==> src/rtl/uart_transmitter.sv <==
// 8N1 UART transmitter with valid/ready byte handoff; TxD, tx_ready and tx_done are flop outputs.
// Optional even-parity bit between data and stop is enabled by defining UART_TX_PARITY_EN.
//
// state    | meaning
// ---------+-----------------------------------------------
// S_IDLE   | line high, tx_ready=1, waiting for a byte
// S_START  | start bit (0) for BIT_DIV cycles
// S_DATA   | 8 data bits LSB-first, BIT_DIV cycles each
// S_PARITY | even parity bit (UART_TX_PARITY_EN only)
// S_STOP   | stop bit (1), tx_done pulses on exit
module uart_transmitter #(
    parameter int CLK_FREQ  = 100_000_000,
    parameter int BAUD_RATE = 9_600
) (
    input  logic       clk,
    input  logic       reset,
    input  logic [7:0] tx_data,
    input  logic       tx_valid,
    output logic       tx_ready,
    output logic       TxD,
    output logic       tx_busy,
    output logic       tx_done
);

    localparam int BIT_DIV = CLK_FREQ / BAUD_RATE;
    localparam int CNT_W   = (BIT_DIV > 1) ? $clog2(BIT_DIV) : 1;
    localparam logic [CNT_W-1:0] CNT_LAST = CNT_W'(BIT_DIV - 1);

    typedef enum logic [2:0] {
        S_IDLE,
        S_START,
        S_DATA,
`ifdef UART_TX_PARITY_EN
        S_PARITY,
`endif
        S_STOP
    } state_t;

    state_t           state_q, state_d;
    logic [CNT_W-1:0] cnt_q, cnt_d;
    logic [2:0]       bitcnt_q, bitcnt_d;
    logic [7:0]       shreg_q, shreg_d;
    logic             txd_q, txd_d;
    logic             ready_q, ready_d;
    logic             done_q, done_d;
    logic             bit_end;
    logic             accept;

    assign bit_end  = (cnt_q == CNT_LAST);
    assign accept   = (state_q == S_IDLE) && tx_valid && ready_q;
    assign TxD      = txd_q;
    assign tx_ready = ready_q;
    assign tx_busy  = ~ready_q;
    assign tx_done  = done_q;

`ifdef UART_TX_PARITY_EN
    logic parity_q;

    always_ff @(posedge clk) begin
        if (reset)       parity_q <= 1'b0;
        else if (accept) parity_q <= ^tx_data;
    end
`endif

    always_ff @(posedge clk) begin
        if (reset) begin
            state_q  <= S_IDLE;
            cnt_q    <= '0;
            bitcnt_q <= '0;
            shreg_q  <= '0;
            txd_q    <= 1'b1;
            ready_q  <= 1'b1;
            done_q   <= 1'b0;
        end else begin
            state_q  <= state_d;
            cnt_q    <= cnt_d;
            bitcnt_q <= bitcnt_d;
            shreg_q  <= shreg_d;
            txd_q    <= txd_d;
            ready_q  <= ready_d;
            done_q   <= done_d;
        end
    end

    // Outputs are computed for the next state so the flops present them without a cycle of lag.
    always_comb begin
        state_d  = state_q;
        cnt_d    = cnt_q + CNT_W'(1);
        bitcnt_d = bitcnt_q;
        shreg_d  = shreg_q;
        txd_d    = txd_q;
        ready_d  = ready_q;
        done_d   = 1'b0;
        case (state_q)
            S_IDLE: begin
                cnt_d    = '0;
                bitcnt_d = '0;
                txd_d    = 1'b1;
                ready_d  = 1'b1;
                if (accept) begin
                    state_d = S_START;
                    shreg_d = tx_data;
                    txd_d   = 1'b0;
                    ready_d = 1'b0;
                end
            end
            S_START: begin
                if (bit_end) begin
                    state_d = S_DATA;
                    cnt_d   = '0;
                    txd_d   = shreg_q[0];
                end
            end
            S_DATA: begin
                if (bit_end) begin
                    cnt_d    = '0;
                    shreg_d  = {1'b0, shreg_q[7:1]};
                    bitcnt_d = bitcnt_q + 3'd1;
                    if (bitcnt_q == 3'd7) begin
`ifdef UART_TX_PARITY_EN
                        state_d = S_PARITY;
                        txd_d   = parity_q;
`else
                        state_d = S_STOP;
                        txd_d   = 1'b1;
`endif
                    end else begin
                        txd_d = shreg_q[1];
                    end
                end
            end
`ifdef UART_TX_PARITY_EN
            S_PARITY: begin
                if (bit_end) begin
                    state_d = S_STOP;
                    cnt_d   = '0;
                    txd_d   = 1'b1;
                end
            end
`endif
            S_STOP: begin
                txd_d = 1'b1;
                if (bit_end) begin
                    state_d = S_IDLE;
                    cnt_d   = '0;
                    done_d  = 1'b1;
                    ready_d = 1'b1;
                end
            end
            default: begin
                state_d = S_IDLE;
                cnt_d   = '0;
                txd_d   = 1'b1;
                ready_d = 1'b1;
            end
        endcase
    end

endmodule
==> config.mk <==
export PLATFORM = sky130hd
export DESIGN_NAME = uart_transmitter
export DESIGN_NICKNAME = d
export VERILOG_FILES = /design/src/rtl/uart_transmitter.sv
export SDC_FILE = /design/constraint.sdc
export NUM_CORES = 1
export LEC_CHECK = 0
export CAP_MARGIN = 20
export CORE_MARGIN = 4
export CORE_UTILIZATION = 55
export DETAILED_ROUTE_END_ITERATION = 8
export GPL_TIMING_DRIVEN = 0
export PLACE_DENSITY = 0.74
export SYNTH_ARGS = -nofsm -noshare
export SYNTH_HDL_FRONTEND = slang
export SYNTH_SLANG_ARGS = --single-unit
==> constraint.sdc <==
create_clock -name clk -period 2.3 [get_ports clk]
set_input_delay 0.345 -clock clk [delete_from_list [all_inputs] [get_ports clk]]
set_output_delay 0.345 -clock clk [all_outputs]
set_load 0.05 [all_outputs]
After elaboration in Yosys (flattened, before gate mapping)
Cells that the tools add are included.
{ "word_totals": {"register_bits": 31, "wordCells": 55} }
{ "classes": {"n_addsub": 2, "eq_ne": 10, "n_mux": 19, "bitwise_logic": 4, "reduce_logical": 13} }
{ "op_table": {"columns": ["operator", "n"], "rows": [
  ["$mux W3", 6],
  ["$mux W8", 2],
  ["$pmux W8 S2", 1],
  ["$add A14 B1 Y14 const B", 1],
  ["$eq A14 B14 Y1 const B", 1],
  ["$pmux W3 S4", 1],
  ["$ne A2 B2 Y1 const B", 5],
  ["$eq A3 B2 Y1 const B", 2],
  ["$mux W1", 6],
  ["$pmux W1 S3", 2],
  ["$pmux W3 S2", 1],
  ["$reduce_and A2 Y1", 3],
  ["$reduce_or A3 Y1", 2],
  ["$reduce_and A5 Y1", 1],
  ["$not A1 Y1", 4],
  ["$reduce_or A2 Y1", 2],
  ["$add A3 B1 Y3 const B", 1],
  ["$eq A3 B1 Y1 const B", 1],
  ["$eq A3 B3 Y1 const B", 1],
  ["$logic_not A3 Y1", 1],
  ["$reduce_and A3 Y1", 1],
  ["$logic_and A1 B1 Y1", 2],
  ["$reduce_bool A2 Y1", 1]
]} }

Longest topological paths before layout
Gate-level depths: netlist of run 1.
{ "depth": {"depth_word": 5, "depth_mapped": 8} }

Least setup slack after synthesis of run 1
Ideal clock, no wire load.
{ "synth_timing": {"kind": "flip-flop to flip-flop", "from": "register ready_q (netlist: tx_ready)", "to": "register shreg_q[4]", "setup_time_ps": 91, "arrival_ps": 1869, "setup_slack_ps": 340, "stages_incl_launch_ff": 6, "synth_period_minus_slack_ps": 1960, "path_cell_list": "dfxtp_1 -> a21boi_0 -> nor2_1 -> clkbuf_1 -> a21oi_1 -> a311oi_1"} }
{ "synth_via": {"elab_chain_len": 3} }
{ "synth_lines": {"columns": ["item", "line_no", "rtl"], "rows": [
  ["start: declaration", "44", "logic ready_q, ready_d;"],
  ["start signal: assignment", "80", "ready_q <= ready_d;"],
  ["$logic_and A1 B1 Y1", "50", "assign accept = (state_q == S_IDLE) && tx_valid && ready_q;"],
  ["$ne A2 B2 Y1 (no source line)", null, null],
  ["$reduce_and A3 Y1 (no source line)", null, null],
  ["end signal: assignment", "78", "shreg_q <= shreg_d;"],
  ["end: declaration", "42", "logic [7:0] shreg_q, shreg_d;"]
]} }
Every way passes these cells.
A chain may end at the register's enable or synchronous reset.

Final worst setup path of run 1
{ "layout_timing": {"from": "register cnt_q[9]", "to": "register shreg_q[6]"} }
{ "layout_via": {"elab_chain_len": 3} }
{ "layout_lines": {"columns": ["item", "line_no", "rtl"], "rows": [
  ["start: declaration", "40", "logic [CNT_W-1:0] cnt_q, cnt_d;"],
  ["start signal: assignment", "76", "cnt_q <= cnt_d;"],
  ["$eq A14 B14 Y1", "49", "assign bit_end = (cnt_q == CNT_LAST);"],
  ["$ne A2 B2 Y1 (no source line)", null, null],
  ["$reduce_and A3 Y1 (no source line)", null, null]
]} }
Every way passes these cells.

==> impl_metrics.toml, run 1 <==
[power_and_ir_drop]
seq_power_share_pct = 35.7
p_sw_share_pct = 37.5
vdd_ir_drop_max_mv = 1.14
comb_power_share_pct = 41.8
clkPwrFrac_pct = 22.6
leakage_nw = 0.646
p_int_mw = 1.18
switchingPower_mw = 0.709
power_density_nw_per_um2 = 1030

[synth]
async_reset_ff_share_pct = 0
synth_edf_count = 0
synth.most_common_cell = "dfxtp_1"
seq_area_frac_synth_pct = 38.1
postSynthAreaPerCell_sq_um = 9.05
yosys-top-cells-count = "dfxtp_1 (30), nor2_1 (18), nand3_1 (14), a21oi_1 (12)"
netlist_instances = 174
synth_top_area_share_pct = 38.1
yosysTopAreaCell = "dfxtp_1"
yosys_most_used_dff = "dfxtp_1"
netlist_top_cells_area = "dfxtp_1 (38%), ha_1 (6.4%), mux2i_1 (5.1%)"
synth_cell_type_count = 40
ys_warn_count = 0
synth_fp_nets = 193
synth.ff_latch_count = 30
syn_area_sq_um = 1580

[routing]
wl_met3_microns = 145
via_per_inst = 5.89
vias = 1331
first_pass_iters = 4
ant_nets = 0
drt_iter0_markers = 52
wl_per_cell_microns = 14.0
postRouteWirelength_microns = 3170
wl_met2_microns = 1440
drc = 0
maxUsedRoutingLayer = "met4"
wl_met1_microns = 1520

[final_layout]
antenna-diode-count = 0
drive_above_1_share_pct = 9.23
finalNonFillerCells = 226
postLayoutCoreUtil_pct = 66.9
multiInputGateArea_sq_um = 921
final_nets = 214
fillCellCount = 236
syn_to_final_growth_pct = 17.2
seq_area_sq_um = 601

[worst_setup_path]
path_buf_inv = 1
crit_arrival_ns = 2.34
crit_path_max_incr_delay_ns = 0.61
start_kind = "register"
reg2reg_from = "cnt_q[9]"
path_max_fanout = 10
worstPathRequired_ns = 2.54
endpoint = "shreg_q[6]"
crit_chain = "or4_4 > o41ai_4 > buf_6 > a21oi_1 > a311oi_1"
crit_path_top_delay_cell = "or4_4"
end_kind = "register"
critical-path-top-delay-family = "compound AO/OA/AOI/OAI gates"
crit_type = "reg2reg"
rr_endpoint = "shreg_q[6]"
cp-startpoint = "cnt_q[9]"
rrSetupSlack_ns = 0.20
cp_num_cells = 5
rr_worst_depth = 5

[clocking]
clk_latency_ns = 0.33
post_cts_buffers = 0
path_clk_slew_ns = 0.09
htreeDepth = 2
clockBufferDepth = 2
holdBufCountCts = 0
cts_tree = "done"
root_buffer = "clkbuf_4"
cts_sinks = 30
numCtsBuffers = 5

[floorplan]
dieHeight_microns = 61.5
fp.dieW_microns = 61.5
num_io_pins = 15
std_cell_rows = 19
start_util_pct = 57.1
fp.dieArea_sq_um = 3780
core_sq_um = 2760

[min_path]
hp-class = "reg2reg"
worstHoldPathCells = 2

[global_routing]
antenna_found_initial = 0
grt_pass1_wl_microns = 5530
grt_pass1_vias = 1252
overflow = 0
grtUsageTotal_pct = 19.7
grt_max_degree = 11

[status]
outcome = "finished clean"

[timing]
worst-slew-pin-transition_ns = 0.646
skew_ns = 0.00690
finalHoldWorstSlack_ns = 0.481
layout_setup_ws_ns = 0.200
final_max_slew_viol_count = 0
fin_crit_sh_pct = 91.3
hold_viol = 0
setup_viol = 0
fmax_ghz = 0.476
slew_headroom_pct = 57.0
final.setup.tns_ns = 0
rsz0062_at_grt = "false"
period_minus_slack_ns = 2.10

[job]
maxCapViolCount = 0

[placed_design]
place_congestion = 0.933
placed_cells = 219
portBuffers = 14
place_worst_setup_slack_ns = 0.0845
hpwl_microns = 2320
[final cells by class]
cell class,instances,area share [%]
multi-input cells,130,49.9
flip-flops and latches,30,32.5
repair buffers,14,7.59
clock buffers,6,2.78
plain buffers,9,2.44
well taps,31,2.10
clock inverters,1,1.63
inverters,5,1.02
[what timing repair did]
action | in CTS | in global routing
resized for setup | 0 | 4
endpoints found under the setup margin | 0 | 17
hold endpoints to repair | 0 | 0
[routing by layer]
metal,GRT usage (%),vias up
li1,-,686
met1,25.7,612
met2,30.2,25
met3,5.03,8
met4,9.39,0
met5,0,-
[power by group through the flow]
stage | combinational (mW) | sequential [mW] | clock, mW
floorplan | 0.560 | 0.715 | 0
global route | 0.877 | 0.688 | 0.462
global placement | 0.761 | 0.681 | 0
CTS | 0.782 | 0.675 | 0.437
finish | 0.791 | 0.675 | 0.427
detailed placement | 0.776 | 0.687 | 0
[cells in the final DEF (no fill, tap or decap), drive strengths merged, types with 2 or more instances in the layout]
| cell type | Yosys | routed |
|---|---|---|
| nor4 | 5 | 5 |
| nand2 | 7 | 7 |
| nor3 | 3 | 3 |
| buf | 4 | 4 |
| xnor2 | 6 | 6 |
| a21boi | 2 | 2 |
| inv | 5 | 5 |
| a311oi | 7 | 7 |
| or4 | 3 | 3 |
| o41ai | 2 | 2 |
| mux2i | 8 | 8 |
| nor3b | 2 | 2 |
| a21oi | 13 | 13 |
| clkdlybuf4s50 | 0 | 14 |
| or2 | 2 | 2 |
| ha | 8 | 8 |
| nor2 | 18 | 18 |
| dfxtp | 30 | 30 |
| nand2b | 2 | 2 |
| clkbuf | 5 | 11 |
| nand3 | 14 | 14 |
| o21ai | 4 | 4 |
| nand4 | 4 | 4 |
| xor2 | 6 | 6 |
| and4 | 2 | 2 |
| or3 | 3 | 3 |
[worst min-delay path, stage by stage, from the launching register on]
cell and delay [ns]:
dfxtp_1 0.32, nand3_1 0.06, a21oi_1 0.05
[stage by stage]
| stage | total power, mW | instance area [sq um] |
|---|---|---|
| 4_1_cts | 1.89 | 1840 |
| 3_3_place_gp | 1.44 | 1750 |
| 5_1_grt | 2.03 | 1850 |
| 2_1_floorplan | 1.27 | 1580 |
| 6_report | 1.89 | 1850 |
| 3_5_place_dp | 1.46 | 1750 |
[sequential cells by signal, indices dropped and copies added (netlist names)]
| name | count |
|---|---|
| TxD | 1 |
| bitcnt_q | 3 |
| cnt_q | 14 |
| shreg_q | 8 |
| state_q | 2 |
| tx_done | 1 |
| tx_ready | 1 |
[logic make-up (layout without fill, tap and decap cells)]
logic type	after synthesis	after routing	synth area share, %
buffers and inverters	14	35	3.97
AOI/OAI and AO/OA	32	32	14.9
DFF	30	30	38.1
and+or+nand+nor	70	70	24.9
xor gates and xnor gates	12	12	6.67
adders and majority gates	8	8	6.35
muxes	8	8	5.08
[worst min path at each step]
stage                     start          end  slack [ns]
global placement    bitcnt_q[2]  bitcnt_q[2]        0.45
global route        bitcnt_q[2]  bitcnt_q[2]        0.50
finish              bitcnt_q[2]  bitcnt_q[2]        0.48
CTS                 bitcnt_q[2]  bitcnt_q[2]        0.48
detailed placement  bitcnt_q[2]  bitcnt_q[2]        0.47
floorplan              cnt_q[0]     cnt_q[0]        0.44
Note: power is estimated with default switching activity, not from simulation.
==> inputs of run 2 (changes only) <==
- PLACE_DENSITY: 0.74 -> 0.77
- SLEW_MARGIN: unset -> 20
==> run 2 against run 1 <==
Effect of this change: combinational power decreased by 0.5%; first-iteration DRC count increased by 1.9%; critical path type unchanged; via count increased by 1.1%; final area decreased by 0.41%; global-route usage decreased by 0.21 points; critical path depth increased by 2; final cell count unchanged.
==> impl_metrics.toml, run 2 (synthesis results as in run 1) <==
[global_routing]
grt_pass1_vias = 1261
grt_max_degree = 11
antenna_found_initial = 0
overflow = 0
grt_pass1_wl_microns = 5330
grtUsageTotal_pct = 19.5

[floorplan]
std_cell_rows = 19
fp.dieArea_sq_um = 3780
fp.dieW_microns = 61.5
start_util_pct = 57.1
core_sq_um = 2760
num_io_pins = 15
dieHeight_microns = 61.5

[placed_design]
place_worst_setup_slack_ns = 0.0288
place_congestion = 0.849
hpwl_microns = 2440
portBuffers = 14
place_area_sq_um = 1750
placed_cells = 219

[worst_setup_path]
endpoint = "cnt_q[10]"
crit_path_max_incr_delay_ns = 0.49
rrSetupSlack_ns = 0.17
crit_chain = "ha_1 > nand3_1 > nor4_4 > or3_1 > buf_2 > buf_2 > nor2_1"
rr_worst_depth = 7
crit_path_frequent_cell = "buf_2"
reg2reg_from = "cnt_q[0]"
crit_type = "reg2reg"
start_kind = "register"
crit_arrival_ns = 2.34
end_kind = "register"
cp-startpoint = "cnt_q[0]"
worstPathRequired_ns = 2.52
rr_endpoint = "cnt_q[10]"
path_max_fanout = 10
crit_path_top_delay_cell = "nor4_4"

[routing]
first_pass_iters = 4
ant_nets = 0
vias = 1346
postRouteWirelength_microns = 3230
wl_per_cell_microns = 14.3
drt_iter0_markers = 53
drc = 0
via_per_inst = 5.96

[timing]
worst-slew-pin-transition_ns = 0.589
setup_viol = 0
fmax_ghz = 0.470
slew_headroom_pct = 60.7
rsz0062_at_grt = "false"
skew_ns = 0.00984
finalHoldWorstSlack_ns = 0.483
period_minus_slack_ns = 2.13
hold_viol = 0
final_max_slew_viol_count = 0
fin_crit_sh_pct = 92.5
final.setup.tns_ns = 0
layout_setup_ws_ns = 0.173

[power_and_ir_drop]
p_sw_share_pct = 38.6
p_int_mw = 1.14
total_power_mw = 1.85
comb_power_share_pct = 42.6
seq_power_share_pct = 36.6
switchingPower_mw = 0.713
vdd_ir_drop_max_mv = 0.869
clkPwrFrac_pct = 20.9
power_density_nw_per_um2 = 1010
leakage_nw = 0.645

[final_layout]
multiInputGateArea_sq_um = 921
largest_register_ff_count = 14
fillCellCount = 222
mostFrequentLayoutCells = "dfxtp_1 (30), nor2_1 (18), nand3_1 (14), clkdlybuf4s50_1 (14), a21oi_1 (12)"
final_common_cell = "dfxtp_1"
drive_above_1_share_pct = 9.23
postLayoutCoreUtil_pct = 66.7
seq_area_sq_um = 601
largest_register = "cnt_q"
finalNonFillerCells = 226
reg.largest.list = "cnt_q (14), shreg_q (8), bitcnt_q (3)"
antenna-diode-count = 0
final_nets = 213
final_area_sq_um = 1840
syn_to_final_growth_pct = 16.7

[clocking]
path_clk_slew_ns = 0.09
clockBufferDepth = 2
htreeDepth = 2
cts_tree = "done"
clk_latency_ns = 0.33
cts_sinks = 30
post_cts_buffers = 0
root_buffer = "clkbuf_4"
numCtsBuffers = 5

[min_path]
hp-class = "reg2reg"

[job]
maxCapViolCount = 0

[status]
outcome = "finished clean"
run 2: worst min path at each step:
stage | slack [ns] | to | startpoint | cells past startpoint
5_1_grt | 0.51 | bitcnt_q[2] | bitcnt_q[2] | 2
2_1_floorplan | 0.44 | cnt_q[0] | cnt_q[0] | 1
6_report | 0.48 | bitcnt_q[2] | bitcnt_q[2] | 2
3_5_place_dp | 0.47 | bitcnt_q[1] | bitcnt_q[1] | 2
3_3_place_gp | 0.45 | bitcnt_q[2] | bitcnt_q[2] | 2
4_1_cts | 0.48 | bitcnt_q[1] | bitcnt_q[1] | 2
run 2: power by group through the flow:
stage	Clock, mW	Combinational (mW)	Sequential [mW]
3_3_place_gp	0	0.752	0.679
5_1_grt	0.420	0.857	0.689
6_report	0.386	0.787	0.676
3_5_place_dp	0	0.780	0.687
2_1_floorplan	0	0.560	0.715
4_1_cts	0.395	0.785	0.675
run 2: routing by layer:
metal  share of wire [%]  track usage (%)  vias up
met5                   0                0        -
li1                    -                -      682
met1                  46             23.8      623
met2                  46             29.3       33
met4                 1.6             10.0        0
met3                 5.5             7.97        8
run 2: final cells by class:
| cell class | count | share of cell area (%) |
|---|---|---|
| Timing Repair Buffer | 14 | 7.62 |
| Multi-Input combinational cell | 130 | 50.1 |
| Inverter | 5 | 1.02 |
| Clock buffer | 8 | 4.29 |
| Tap cell | 31 | 2.11 |
| Sequential cell | 30 | 32.7 |
| Buffer | 8 | 2.18 |
run 2: what timing repair did:
item                       4_1_cts  5_1_grt
gates resized for setup          0        2
setup endpoints to repair        0       15
hold buffers                     0        0
run 2: worst max-delay path, delay by kind of cell, from the launching register on:
family | cells | cell delay (ns)
and+or+nand+nor | 4 | 1.03
adders and majority gates | 1 | 0.22
buffers and inverters | 2 | 0.36
DFF | 1 | 0.41
==> inputs of run 3 (changes only) <==
- CELL_PAD_IN_SITES_DETAIL_PLACEMENT: unset -> 0
- CELL_PAD_IN_SITES_GLOBAL_PLACEMENT: unset -> 2
- CORE_UTILIZATION: 55 -> 35
- PLACE_DENSITY: 0.77 -> unset
- PLACE_DENSITY_LB_ADDON: unset -> 0.1
==> run 3 against run 2 <==
Effect of this change: hold slack lost 0.011 ns; largest power group unchanged; sequential share of layout area fell by 0.97 points; highest routed layer unchanged; final area rose by 3.1%; non-clock buffer count is 2 higher; largest cell class unchanged.
==> impl_metrics.toml, run 3 (synthesis results as in run 1) <==
[global_routing]
grt_pass1_wl_microns = 5940
grt_pass1_vias = 1269
overflow = 0
antenna_found_initial = 0
grtUsageTotal_pct = 13.6
grt_max_degree = 11

[timing]
skew_ns = 0.00546
slew_headroom_pct = 60.6
fin_crit_sh_pct = 91.8
final.setup.tns_ns = 0
hold_viol = 0
rsz0062_at_grt = "false"
worst-slew-pin-transition_ns = 0.590
final_max_slew_viol_count = 0
fmax_ghz = 0.473
setup_viol = 0
layout_setup_ws_ns = 0.188
period_minus_slack_ns = 2.11

[routing]
postRouteWirelength_microns = 3470
drt_iter0_markers = 116
first_pass_iters = 4
ant_nets = 0
drc = 0
via_per_inst = 5.27
vias = 1313
wl_per_cell_microns = 14.0

[min_path]
min_to = "bitcnt_q[2]"
hp-class = "reg2reg"
holdCritStartpoint = "bitcnt_q[2]"
worstHoldPathCells = 2

[clocking]
numCtsBuffers = 5
cts_tree = "done"
path_clk_slew_ns = 0.07
clk_latency_ns = 0.27
htreeDepth = 2
clockBufferDepth = 2
cts_sinks = 30
root_buffer = "clkbuf_8"
holdBufCountCts = 0

[worst_setup_path]
path_buf_inv = 0
start_kind = "register"
crit_arrival_ns = 2.30
critical-path-top-delay-family = "simple AND/OR/NAND/NOR gates"
crit_chain = "ha_1 > nand3_1 > or4_4 > a221o_1 > o31ai_1"
crit_path_top_delay_cell = "or4_4"
reg2reg_from = "cnt_q[0]"
cp-startpoint = "cnt_q[0]"
end_kind = "register"
crit_type = "reg2reg"
rrSetupSlack_ns = 0.19
path_max_fanout = 7
rr_worst_depth = 5
rr_endpoint = "state_q[0]"
worstPathRequired_ns = 2.49
crit_path_max_incr_delay_ns = 0.66

[final_layout]
largest_register_ff_count = 14
antenna-diode-count = 0
final_common_cell = "dfxtp_1"
syn_to_final_growth_pct = 20.3
final_nets = 215
largest_register = "cnt_q"
drive_above_1_share_pct = 10.7
mostFrequentLayoutCells = "dfxtp_1 (30), nor2_1 (18), nand3_1 (14), clkdlybuf4s50_1 (14), a21oi_1 (12)"
reg.largest.list = "cnt_q (14), shreg_q (8), bitcnt_q (3)"

[floorplan]
dieHeight_microns = 75.1
std_cell_rows = 24
core_sq_um = 4350
start_util_pct = 36.2
fp.dieArea_sq_um = 5640
fp.dieW_microns = 75.1
num_io_pins = 15

[status]
outcome = "finished clean"

[placed_design]
place_congestion = 0.783
place_worst_setup_slack_ns = -0.00475
portBuffers = 14
hpwl_microns = 2560

[job]
maxCapViolCount = 0

[power_and_ir_drop]
vdd_ir_drop_max_mv = 0.483
power_density_nw_per_um2 = 1010
leakage_nw = 0.658
[run 3: cell count changes in the layout (fill, tap and decap cells not counted)]
cell | before | now
buf_4 | 0 | 1
clkbuf_1 | 4 | 3
clkbuf_2 | 0 | 2
clkbuf_4 | 5 | 0
clkbuf_8 | 3 | 6
clkinv_2 | 0 | 1
clkinvlp_4 | 0 | 1
[run 3: worst reg2reg max path, stage by stage, from the launching register on]
cell	delay, ns
dfxtp_1	0.40
ha_1	0.23
nand3_1	0.32
or4_4	0.67
a221o_1	0.35
o31ai_1	0.07
[run 3: worst max-delay path by stage]
stage | slack [ns] | depth (start not counted) | end
after detailed placement | -0.005 | 6 | shreg_q[5]
after floorplan | 0.34 | 5 | shreg_q[4]
after CTS | 0.07 | 8 | shreg_q[6]
final | 0.19 | 5 | state_q[0]
after global placement | 0.03 | 7 | cnt_q[12]
after global routing | 0.02 | 6 | shreg_q[5]
[run 3: what timing repair did]
item,CTS,global route
hold endpoints to repair,0,0
setup endpoints to repair,1,17
pin swaps,0,2
buffers inserted,0,1
gates resized for setup,1,5
[run 3: final cells by class]
| type | instances | area, sq um |
|---|---|---|
| fillers | 434 | 2460 |
| well taps | 52 | 65.1 |
| repair buffers | 15 | 148 |
| flip-flops and latches | 30 | 601 |
| clock buffers | 6 | 82.6 |
| multi-input cells | 130 | 921 |
| clock inverters | 2 | 12.5 |
| plain buffers | 9 | 46.3 |
| inverters | 5 | 18.8 |
[run 3: per-layer routing]
metal,up-vias,wire (microns),global-route usage [%]
li1,679,-,-
met1,614,1870,19.2
met2,18,1470,20.0
met3,2,118,3.87
met4,0,19,4.15
met5,-,0,0
[run 3: stage by stage]
stage                     instance area [sq um]  util (%)  hold WS (ns)  total power, mW  std cells
after floorplan                            1580         -         0.437             1.27        174
after detailed placement                   1780      40.9         0.463             1.48        240
after global placement                     1780      40.9         0.455             1.46        240
after global routing                       1890      43.5         0.514             2.05        249
final                                      1890      43.5         0.473             1.91        249
after CTS                                  1880      43.3         0.473             1.92        248
[run 3: power by group]
part           switching [mW]  internal [mW]  leakage [nW]
clock network           0.202          0.240        0.0472
registers              0.0657          0.608         0.244
logic                   0.471          0.324         0.366
